===== src/rtl/mult_div_seq.sv =====
// Iterative multiply/divide unit: shift-add multiply and restoring divide, one bit
// per cycle, with a sign fix-up cycle and a registered HI/LO result pair.
module mult_div_seq #(
  parameter int WIDTH = 32,
  parameter int CNT_W = 6
) (
  input  logic             CLK,
  input  logic             RST,
  input  logic             mult_start,
  input  logic             div_start,
  input  logic             signed_op,
  input  logic [WIDTH-1:0] op_a,
  input  logic [WIDTH-1:0] op_b,
  output logic             busy,
  output logic             mult_div_done,
  output logic [WIDTH-1:0] hi_out,
  output logic [WIDTH-1:0] lo_out,
  output logic             div_by_zero
);

  typedef enum logic [2:0] {S_IDLE, S_MUL, S_DIV, S_FIX, S_DONE} state_t;

  function automatic logic [WIDTH-1:0] neg_w(input logic [WIDTH-1:0] x);
    return ~x + WIDTH'(1);
  endfunction

  function automatic logic [2*WIDTH-1:0] neg_2w(input logic [2*WIDTH-1:0] x);
    return ~x + (2*WIDTH)'(1);
  endfunction

  // Magnitude of a two's complement value; -2^(W-1) maps to 2^(W-1) as unsigned.
  function automatic logic [WIDTH-1:0] mag(input logic signed [WIDTH-1:0] x,
                                           input logic sgn);
    return (sgn && (x < 0)) ? neg_w(x) : x;
  endfunction

  state_t                 state_q, state_d;
  logic [CNT_W-1:0]       cnt_q, cnt_d;
  logic                   busy_q, busy_d;
  logic                   done_q, done_d;
  logic                   dbz_q, dbz_d;
  logic [WIDTH-1:0]       hi_q, hi_d;
  logic [WIDTH-1:0]       lo_q, lo_d;

  logic [2*WIDTH-1:0]     acc_q, acc_d;
  logic [WIDTH-1:0]       rem_q, rem_d;
  logic [WIDTH-1:0]       opnd_q, opnd_d;
  logic [WIDTH-1:0]       a_raw_q, a_raw_d;
  logic                   negq_q, negq_d;
  logic                   negr_q, negr_d;
  logic                   zero_q, zero_d;
  logic                   is_div_q, is_div_d;

  logic [WIDTH-1:0]       a_mag, b_mag;
  logic [WIDTH:0]         mul_sum;
  logic [WIDTH:0]         div_shift;
  logic [WIDTH+1:0]       div_trial;

  assign a_mag = mag(op_a, signed_op);
  assign b_mag = mag(op_b, signed_op);

  // Multiply: upper half accumulates, multiplier bits shift out of the lower half.
  assign mul_sum   = {1'b0, acc_q[2*WIDTH-1:WIDTH]} + (acc_q[0] ? {1'b0, opnd_q} : '0);
  // Divide: dividend bits shift out of acc low half, quotient bits shift in.
  assign div_shift = {rem_q, acc_q[WIDTH-1]};
  assign div_trial = {1'b0, div_shift} - {2'b00, opnd_q};

  always_comb begin
    state_d  = state_q;
    cnt_d    = cnt_q;
    busy_d   = busy_q;
    done_d   = 1'b0;
    dbz_d    = dbz_q;
    hi_d     = hi_q;
    lo_d     = lo_q;
    acc_d    = acc_q;
    rem_d    = rem_q;
    opnd_d   = opnd_q;
    a_raw_d  = a_raw_q;
    negq_d   = negq_q;
    negr_d   = negr_q;
    zero_d   = zero_q;
    is_div_d = is_div_q;

    case (state_q)
      S_IDLE: begin
        if (mult_start || div_start) begin
          is_div_d = !mult_start;
          negq_d   = signed_op & (op_a[WIDTH-1] ^ op_b[WIDTH-1]);
          negr_d   = signed_op & op_a[WIDTH-1];
          zero_d   = (op_b == '0);
          a_raw_d  = op_a;
          rem_d    = '0;
          dbz_d    = 1'b0;
          cnt_d    = '0;
          busy_d   = 1'b1;
          if (mult_start) begin
            acc_d   = {{WIDTH{1'b0}}, b_mag};
            opnd_d  = a_mag;
            state_d = S_MUL;
          end else begin
            acc_d   = {{WIDTH{1'b0}}, a_mag};
            opnd_d  = b_mag;
            state_d = S_DIV;
          end
        end
      end
      S_MUL: begin
        acc_d = {mul_sum, acc_q[WIDTH-1:1]};
        cnt_d = cnt_q + CNT_W'(1);
        if (cnt_q == CNT_W'(WIDTH-1)) state_d = S_FIX;
      end
      S_DIV: begin
        acc_d[WIDTH-1:0] = {acc_q[WIDTH-2:0], ~div_trial[WIDTH+1]};
        rem_d = div_trial[WIDTH+1] ? div_shift[WIDTH-1:0] : div_trial[WIDTH-1:0];
        cnt_d = cnt_q + CNT_W'(1);
        if (cnt_q == CNT_W'(WIDTH-1)) state_d = S_FIX;
      end
      S_FIX: begin
        if (!is_div_q) begin
          acc_d = negq_q ? neg_2w(acc_q) : acc_q;
        end else if (zero_q) begin
          acc_d = {a_raw_q, {WIDTH{1'b1}}};
        end else begin
          acc_d = {(negr_q ? neg_w(rem_q) : rem_q),
                   (negq_q ? neg_w(acc_q[WIDTH-1:0]) : acc_q[WIDTH-1:0])};
        end
        state_d = S_DONE;
      end
      S_DONE: begin
        hi_d    = acc_q[2*WIDTH-1:WIDTH];
        lo_d    = acc_q[WIDTH-1:0];
        done_d  = 1'b1;
        busy_d  = 1'b0;
        dbz_d   = is_div_q & zero_q;
        cnt_d   = '0;
        state_d = S_IDLE;
      end
      default: state_d = S_IDLE;
    endcase
  end

  always_ff @(posedge CLK) begin
    if (RST) begin
      state_q <= S_IDLE;
      cnt_q   <= '0;
      busy_q  <= 1'b0;
      done_q  <= 1'b0;
      dbz_q   <= 1'b0;
      hi_q    <= '0;
      lo_q    <= '0;
    end else begin
      state_q <= state_d;
      cnt_q   <= cnt_d;
      busy_q  <= busy_d;
      done_q  <= done_d;
      dbz_q   <= dbz_d;
      hi_q    <= hi_d;
      lo_q    <= lo_d;
    end
  end

  // Datapath registers carry no reset; they are always reloaded on acceptance.
  always_ff @(posedge CLK) begin
    acc_q    <= acc_d;
    rem_q    <= rem_d;
    opnd_q   <= opnd_d;
    a_raw_q  <= a_raw_d;
    negq_q   <= negq_d;
    negr_q   <= negr_d;
    zero_q   <= zero_d;
    is_div_q <= is_div_d;
  end

  assign busy          = busy_q;
  assign mult_div_done = done_q;
  assign hi_out        = hi_q;
  assign lo_out        = lo_q;
  assign div_by_zero   = dbz_q;

endmodule


===== config.mk =====
export PLATFORM = sky130hd
export DESIGN_NAME = mult_div_seq
export DESIGN_NICKNAME = d
export VERILOG_FILES = /design/src/rtl/mult_div_seq.sv
export SDC_FILE = /design/constraint.sdc
export NUM_CORES = 1
export LEC_CHECK = 0
export ABC_AREA = 1
export BUFFER_PORTS_ARGS = -buffer_cell sky130_fd_sc_hd__buf_2
export CAP_MARGIN = 20
export CORE_AREA = 5 5 265 267
export CTS_CLUSTER_DIAMETER = 100
export CTS_CLUSTER_SIZE = 24
export DETAILED_ROUTE_END_ITERATION = 10
export DIE_AREA = 0 0 270 272
export SYNTH_ARGS = -nofsm -noshare
export SYNTH_HDL_FRONTEND = slang
export SYNTH_SLANG_ARGS = --single-unit

===== constraint.sdc =====
create_clock -name CLK -period 18.2 [get_ports CLK]
set_input_delay 1.82 -clock CLK [delete_from_list [all_inputs] [get_ports CLK]]
set_output_delay 1.82 -clock CLK [all_outputs]
set_load 0.02 [all_outputs]

=== Yosys cells after proc, flatten, opt, wreduce, memory -nomap -nowiden ===
Cells that the tools add are included.

* Output and inout port bits: 67
* Register bits after elaboration: 240

* Multiplexer cells: 27
* $add $sub $neg: 8
* Reductions and logical operators: 19
* Bitwise logic cells: 10
* Equal/unequal tests: 9
* Order comparisons: 2

{| class="wikitable"
|+ Operators by type and width
! cell !! number
|-
| 32-bit 2-to-1 mux || 9
|-
| 64-bit 2-to-1 mux || 4
|-
| 32-bit by 1-bit adder with 32-bit output, second input constant || 4
|-
| 32-bit NOT || 4
|-
| 32-bit case mux with 4 select lines || 1
|-
| 32-bit case mux with 3 select lines || 1
|-
| 64-bit by 1-bit adder with 64-bit output, second input constant || 1
|-
| 32-bit by 1-bit less-than comparator with 1-bit output, second input constant || 2
|-
| 64-bit NOT || 1
|-
| 32-bit case mux with 2 select lines || 1
|-
| 33-bit by 32-bit subtractor with 34-bit output || 1
|-
| 32-bit by 32-bit adder with 33-bit output || 1
|-
| 32-bit logical NOT || 1
|-
| 6-bit case mux with 3 select lines || 1
|-
| 2-bit AND reduction || 5
|-
| 3-bit case mux with 3 select lines || 1
|-
| 6-bit by 1-bit adder with 6-bit output, second input constant || 1
|-
| 3-bit by 2-bit == test with 1-bit output, second input constant || 2
|-
| 6-bit by 5-bit == test with 1-bit output, second input constant || 1
|-
| 3-bit 2-to-1 mux || 2
|-
| 6-bit 2-to-1 mux || 1
|-
| 3-bit inequality test, second input constant || 2
|-
| 3-bit nonzero test || 2
|-
| 1-bit case mux with 2 select lines || 2
|-
| 18 further kinds || 24
|}

=== Depth between registers and ports, before layout ===
Gate-level depths: netlist (run 1).

* Word-level depth: 6
* Depth in mapped cells: 18
* Depth with buffers taken out: 17

=== Worst setup path before layout (run 1) ===
Ideal clock, no wire load.

* Kind: input to register
* From: in mult_start
* To: reg acc_q[32] (enable)
* Data arrival time: 7.310 ns
* Data required time: 17.606 ns
* Cell stages on the path: 5
* Setup slack: 10.297 ns
* Cell sequence: clkbuf_1 nor2_1 nand2_1 inv_1 a2111oi_0

* Word-level cells in the longest chain between the ends: 3

{| class="wikitable"
|+ RTL lines
! element !! RTL line !! text
|-
| from (decl) || 9 || <nowiki>input logic mult_start,</nowiki>
|-
| 1-bit logical OR || 87 || <nowiki>if (mult_start || div_start) begin</nowiki>
|-
| 2-bit inequality test (no source line) || -- ||
|-
| 3-bit AND reduction (no source line) || -- ||
|-
| to (signal assigned) || 165 || <nowiki>acc_q <= acc_d;</nowiki>
|-
| to (decl) || 45 || <nowiki>logic [2*WIDTH-1:0] acc_q, acc_d;</nowiki>
|}

No other way between the ends.
A chain may end at the register's enable or synchronous reset.

=== Worst setup path in the final report (run 1) ===
* From: in mult_start
* To: reg rem_q[31] (enable)

* Word-level cells in the longest chain between the ends: 3

{| class="wikitable"
|+ RTL lines
! element !! RTL line !! text
|-
| 1-bit logical OR || 87 ||
|-
| 2-bit inequality test (no source line) || -- ||
|-
| 2-bit AND reduction (no source line) || -- ||
|-
| to (signal assigned) || 166 || <nowiki>rem_q <= rem_d;</nowiki>
|-
| to (decl) || 46 || <nowiki>logic [WIDTH-1:0] rem_q, rem_d;</nowiki>
|}

No other way between the ends.

==> results of run 1 <==
metrics by stage:
stage          hold WS [ns]  instances  instance area [µm²]   util  power, mW
2_1_floorplan         0.460       3156                20000      -       2.55
3_3_place_gp          0.494       4098                21600  0.318       3.32
3_5_place_dp          0.496       4098                21600  0.318       3.31
4_1_cts               0.520       4125                22100  0.325       3.73
5_1_grt               0.560       4125                22100  0.325       4.03
6_report              0.512       4125                22100  0.325       3.75
critical path: cells and delay by family:
| family | cells | cell delay (ns) |
|---|---|---|
| AOI/OAI and AO/OA | 1 | 0.36 |
| and+or+nand+nor | 1 | 0.15 |
| buffers and inverters | 5 | 1.75 |
worst paths after layout:
path / endpoint / from / slack, ns / cells past startpoint
min: cnt_q[0] / cnt_q[0] / 0.51 / 1
max: rem_q[31] / mult_start / 14.16 / 7
min reg2reg: cnt_q[0] / cnt_q[0] / 0.51 / 1
max reg2reg: acc_q[55] / acc_q[0] / 14.56 / 16
state kept, by name, summed over array words and instances (netlist names), 3 cells and up:
register and count:
opnd_q 32, lo_out 32, cnt_q 6, rem_q 32, acc_q 64, a_raw_q 32
state_q 3, hi_out 32
kinds of logic (layout without fill, tap and decap cells):
family	count (synthesis)	count (layout)
DFF	240	240
and+or+nand+nor	1732	1732
AOI/OAI and AO/OA	565	565
xor gates and xnor gates	68	68
muxes	1	1
buffers and inverters	479	566
adders and majority gates	71	71
area by class of cell:
type,count,area share
well taps,882,0.0500
flip-flops and latches,240,0.292
repair buffers,152,0.0364
clock inverters,7,0.00380
multi-input cells,2437,0.532
clock buffers,20,0.0198
inverters,387,0.0658
per-layer routing:
| layer | GRT usage | wire, µm |
|---|---|---|
| met5 | 0 | 0 |
| met1 | 0.301 | 36100 |
| met3 | 0.0209 | 6420 |
| met4 | 0.0576 | 2530 |
| met2 | 0.345 | 36900 |
cells in the final DEF, fill, tap and decap left out, drive strengths merged, types with 2 or more instances in the layout:
master   instances
o211ai          17
clkinv           3
and3             2
a31oi           16
buf            152
a21oi          232
o22ai           16
a21boi           3
o21bai          10
nand2          901
o21a             6
nand4           44
nor2           443
inv            391
nand3b          16
o21ai          249
fa               2
xor2            42
nor4             4
o2111ai          2
nor3            37
ha              69
xnor2           26
nor3b            2
nand3          280
dfxtp           76
a21o             5
edfxtp         164
clkbuf          20
o31ai            2
report_power, final:
group	switching [mW]	internal, mW
Clock	0.220	0.181
Sequential	0.252	0.857
Combinational	1.60	0.644
Total	2.07	1.68
==> flow_summary.json, run 1 <==
{
  "avgRoutedWirePerCell_um": 19.9,
  "finalWirelength_mm": 82.0,
  "start_util": 0.295,
  "avgSynthCellArea_um2": 6.33,
  "ios": 136,
  "multi_input_area_um2": 11700,
  "num_rows": 96,
  "grt_use_total": 0.212,
  "drtAntennaViolNets": 0,
  "diodes": 0,
  "synth_compound_area_frac": 0.152,
  "drt-initial-drc-count": 2424,
  "yosys_register_bits": 240,
  "setup.worst_path.start_class": "primary input",
  "clk_latency_ns": 0.53,
  "die_y_um": 272,
  "cts-root-buf": "clkbuf_16",
  "first_pass_iters": 6,
  "crit_top_cell": "buf_4",
  "cts_buffer_depth": 3,
  "yosysMostFrequentCell": "nand2_1",
  "status": "finished, final reports clean",
  "clkSinkCount": 240,
  "nets": 3374,
  "syn_area_um2": 20000,
  "cts_buffers": 16,
  "period_share": 0.222,
  "antenna_found_initial": 0,
  "dp_slack_ns": 13.63,
  "grt_pass1_wl_mm": 121,
  "hold_viol_final": 0,
  "htreeDepth": 1,
  "vdd_ir_drop_max_mv": 0.0626,
  "viasPerCell": 5.21,
  "final.setup.worst_slack_ns": 14.16,
  "num-fill-cells": 7558,
  "slew_viol_final": 0,
  "fmax_ghz": 0.248,
  "seqCellArea_um2": 6450,
  "synth_top_area_share": 0.246,
  "ctsHoldBuffers": 0,
  "grt_pass1_vias": 19400,
  "cts_setup_buffers": 0,
  "crit_arrival_ns": 4.19,
  "worst_pin_slew_ns": 0.870,
  "synthCells": 3156,
  "cpPeakStageDelay_ns": 0.56,
  "slowest_stage": "buf_4",
  "synth_top_family_by_area": "simple AND/OR/NAND/NOR gates",
  "crit_chain": "buf_2 > buf_4 > inv_2 > a21oi_4 > inv_1 > nand2_1 > buf_4",
  "synth_edf_count": 164,
  "hp-class": "reg -> reg",
  "die_area_um2": 73400,
  "synthesis.nets": 3296,
  "synth_warnings": 0,
  "synth_cell_types": 52,
  "criticalPathCategory": "in -> reg",
  "slew_headroom": 0.419,
  "synth_mux_area_frac": 0.000501,
  "finalSetupViolCount": 0,
  "ys_seq_area_frac": 0.323,
  "leakagePower_nw": 10.2,
  "overflow": 0,
  "ys_top_cells_by_area": "edfxtp_1, nand2_1, nor2_1",
  "synth_xor_area_frac": 0.0298,
  "maxCapViolCount": 0,
  "layout-drive-gt1-share": 0.0675,
  "cts_tree": "done",
  "route.detailed.drc": 0,
  "period_minus_slack_ns": 4.04,
  "dpl.hpwl_mm": 66.8,
  "ys_top_cells_by_count": "nand2_1, nor2_1, inv_1",
  "ctsResizeCount": 0,
  "fin_setup_tns_ns": 0,
  "critPathRequiredTime_ns": 18.36,
  "rsz0062_at_grt": "false",
  "p_per_area_nw_per_um2": 170,
  "area_delta_synth_final_pct": 10.4,
  "synthAdderAreaFrac": 0.0452,
  "numPortBuffers": 135,
  "synth_top_cell_by_area": "edfxtp_1",
  "fp.dieW_um": 270,
  "gp_congestion": 1.02,
  "skew_ns": 0.0251,
  "fp.coreArea_um2": 67900,
  "grt_max_degree": 103,
  "path_max_fanout": 79,
  "synth-main-ff-cell": "edfxtp_1",
  "vias": 21500,
  "synthSimpleGateAreaFrac": 0.359,
  "end_kind": "flip-flop",
  "cts.clk_slew.worst_paths_ns": 0.10,
  "async_flop_share": 0
}
(Power assumes the default switching activity.)
==> inputs of run 2 (changes only) <==
clock period = 3.7 ns   (was 18.2 ns; I/O delays follow)
==> flow_summary.json, run 2 (synthesis gave the netlist of run 1 again) <==
{
  "design_area_um2": 22200,
  "hp-start": "op_a[6]",
  "route.detailed.drc": 0,
  "maxCapViolCount": 0,
  "area_delta_synth_final_pct": 11.2,
  "drtAntennaViolNets": 0,
  "numPortBuffers": 135,
  "hold_viol_final": 0,
  "utilization": 0.328,
  "die_area_um2": 73400,
  "start_util": 0.295,
  "grt_use_total": 0.220,
  "final_cell_mix": "nand2_1, nor2_1, inv_1, nand3_1, o21ai_0",
  "reg2reg_slack_ns": 0.42,
  "cts-root-buf": "clkbuf_16",
  "avgRoutedWirePerCell_um": 20.4,
  "hp-class": "in -> reg",
  "leakagePower_nw": 10.3,
  "final_common_cell": "nand2_1",
  "slowest_stage": "o21ai_1",
  "period_share": 0.888,
  "rsz0062_at_grt": "false",
  "first_pass_iters": 6,
  "htreeDepth": 1,
  "multi_input_area_um2": 11800,
  "gp_congestion": 0.991,
  "criticalPathCategory": "reg -> reg",
  "nets": 3389,
  "antenna_found_initial": 1,
  "status": "finished, final reports clean",
  "timing.hold.ws_ns": 0.0550,
  "cts.clk_slew.worst_paths_ns": 0.10,
  "grt_max_degree": 126,
  "seqCellArea_um2": 6450,
  "hold-path-cell-count": 1,
  "final.setup.worst_slack_ns": 0.415,
  "crit_chain": "buf_4 > nand2_1 > inv_1 > ha_1 > inv_1 > fa_1 > inv_1 > nand2_1 > o21ai_1 > nand2_1 > nand2_1 > nand3_1 > nand2_1 > nand2_1 > nand2_1 > nand2_1 > nand3_1 > nand2_1",
  "cts_tree": "done",
  "stdcell_count": 4141,
  "hold_path_end": "a_raw_q[6]",
  "grt_pass1_wl_mm": 126,
  "viasPerCell": 5.20,
  "cts_buffer_depth": 3,
  "layout-drive-gt1-share": 0.0718,
  "drt-initial-drc-count": 2782,
  "end_kind": "flip-flop",
  "skew_ns": 0.0469,
  "path_max_fanout": 32,
  "slew_headroom": 0.319,
  "fmax_ghz": 0.304,
  "vias": 21500,
  "ios": 136,
  "dpl.hpwl_mm": 69.2,
  "cpPeakStageDelay_ns": 0.46,
  "slew_viol_final": 0,
  "finalPower_mw": 18.9,
  "fp.dieW_um": 270,
  "grt_pass1_vias": 19900,
  "p_per_area_nw_per_um2": 848,
  "ctsResizeCount": 0,
  "fp.coreArea_um2": 67900,
  "rr_endpoint": "acc_q[61]",
  "place_area_um2": 21700,
  "clk_latency_ns": 0.56,
  "overflow": 0,
  "die_y_um": 272,
  "worst_pin_slew_ns": 1.02,
  "cts_buffers": 16,
  "ctsHoldBuffers": 0,
  "cts_setup_buffers": 0,
  "regMostFlops": "acc_q",
  "dp_slack_ns": 0.519,
  "vdd_ir_drop_max_mv": 0.367,
  "largest_reg_flops": 64,
  "rr_startpoint": "acc_q[0]",
  "critPathRequiredTime_ns": 4.00,
  "worst-r2r-cell-count": 18,
  "finalSetupViolCount": 0,
  "place_inst": 4113,
  "crit_arrival_ns": 3.58,
  "period_minus_slack_ns": 3.28,
  "clkSinkCount": 240,
  "fin_setup_tns_ns": 0,
  "crit_top_cell": "nand2_1",
  "num_rows": 96,
  "finalWirelength_mm": 84.6,
  "num-fill-cells": 7479,
  "setup.worst_path.start_class": "flip-flop"
}
==> run 2: worst max path at each step <==
stage | start | end
6_report | acc_q[0] | acc_q[61]
4_1_cts | acc_q[0] | acc_q[61]
3_5_place_dp | acc_q[0] | acc_q[61]
3_3_place_gp | acc_q[0] | acc_q[61]
2_1_floorplan | state_q[2] | acc_q[32]
5_1_grt | acc_q[0] | acc_q[61]
==> run 2: layout make-up <==
type,instances,area share
multi-input cells,2437,0.529
inverters,387,0.0653
well taps,882,0.0496
flip-flops and latches,240,0.290
clock inverters,6,0.00366
diodes,1,0.000113
repair buffers,167,0.0423
clock buffers,21,0.0198
==> run 2: worst max-delay path: cells and delay by family, from the launching register on <==
| family | cells | cell delay [ns] |
|---|---|---|
| DFF | 1 | 0.43 |
| and+or+nand+nor | 11 | 0.98 |
| AOI/OAI and AO/OA | 1 | 0.46 |
| adders and majority gates | 2 | 0.56 |
| buffers and inverters | 4 | 0.60 |
==> run 2: per-layer routing <==
metal / wire length (µm) / track usage / up-vias
met5: 0 / 0 / -
met4: 3180 / 0.0738 / 0
met3: 6200 / 0.0191 / 122
met2: 37500 / 0.355 / 916
met1: 37800 / 0.311 / 9924
li1: - / - / 10600
==> run 2: power breakdown <==
part | switching (mW) | total (mW) | internal [mW]
Sequential | 1.24 | 5.45 | 4.21
Clock | 1.10 | 2.00 | 0.899
Combinational | 8.13 | 11.4 | 3.28
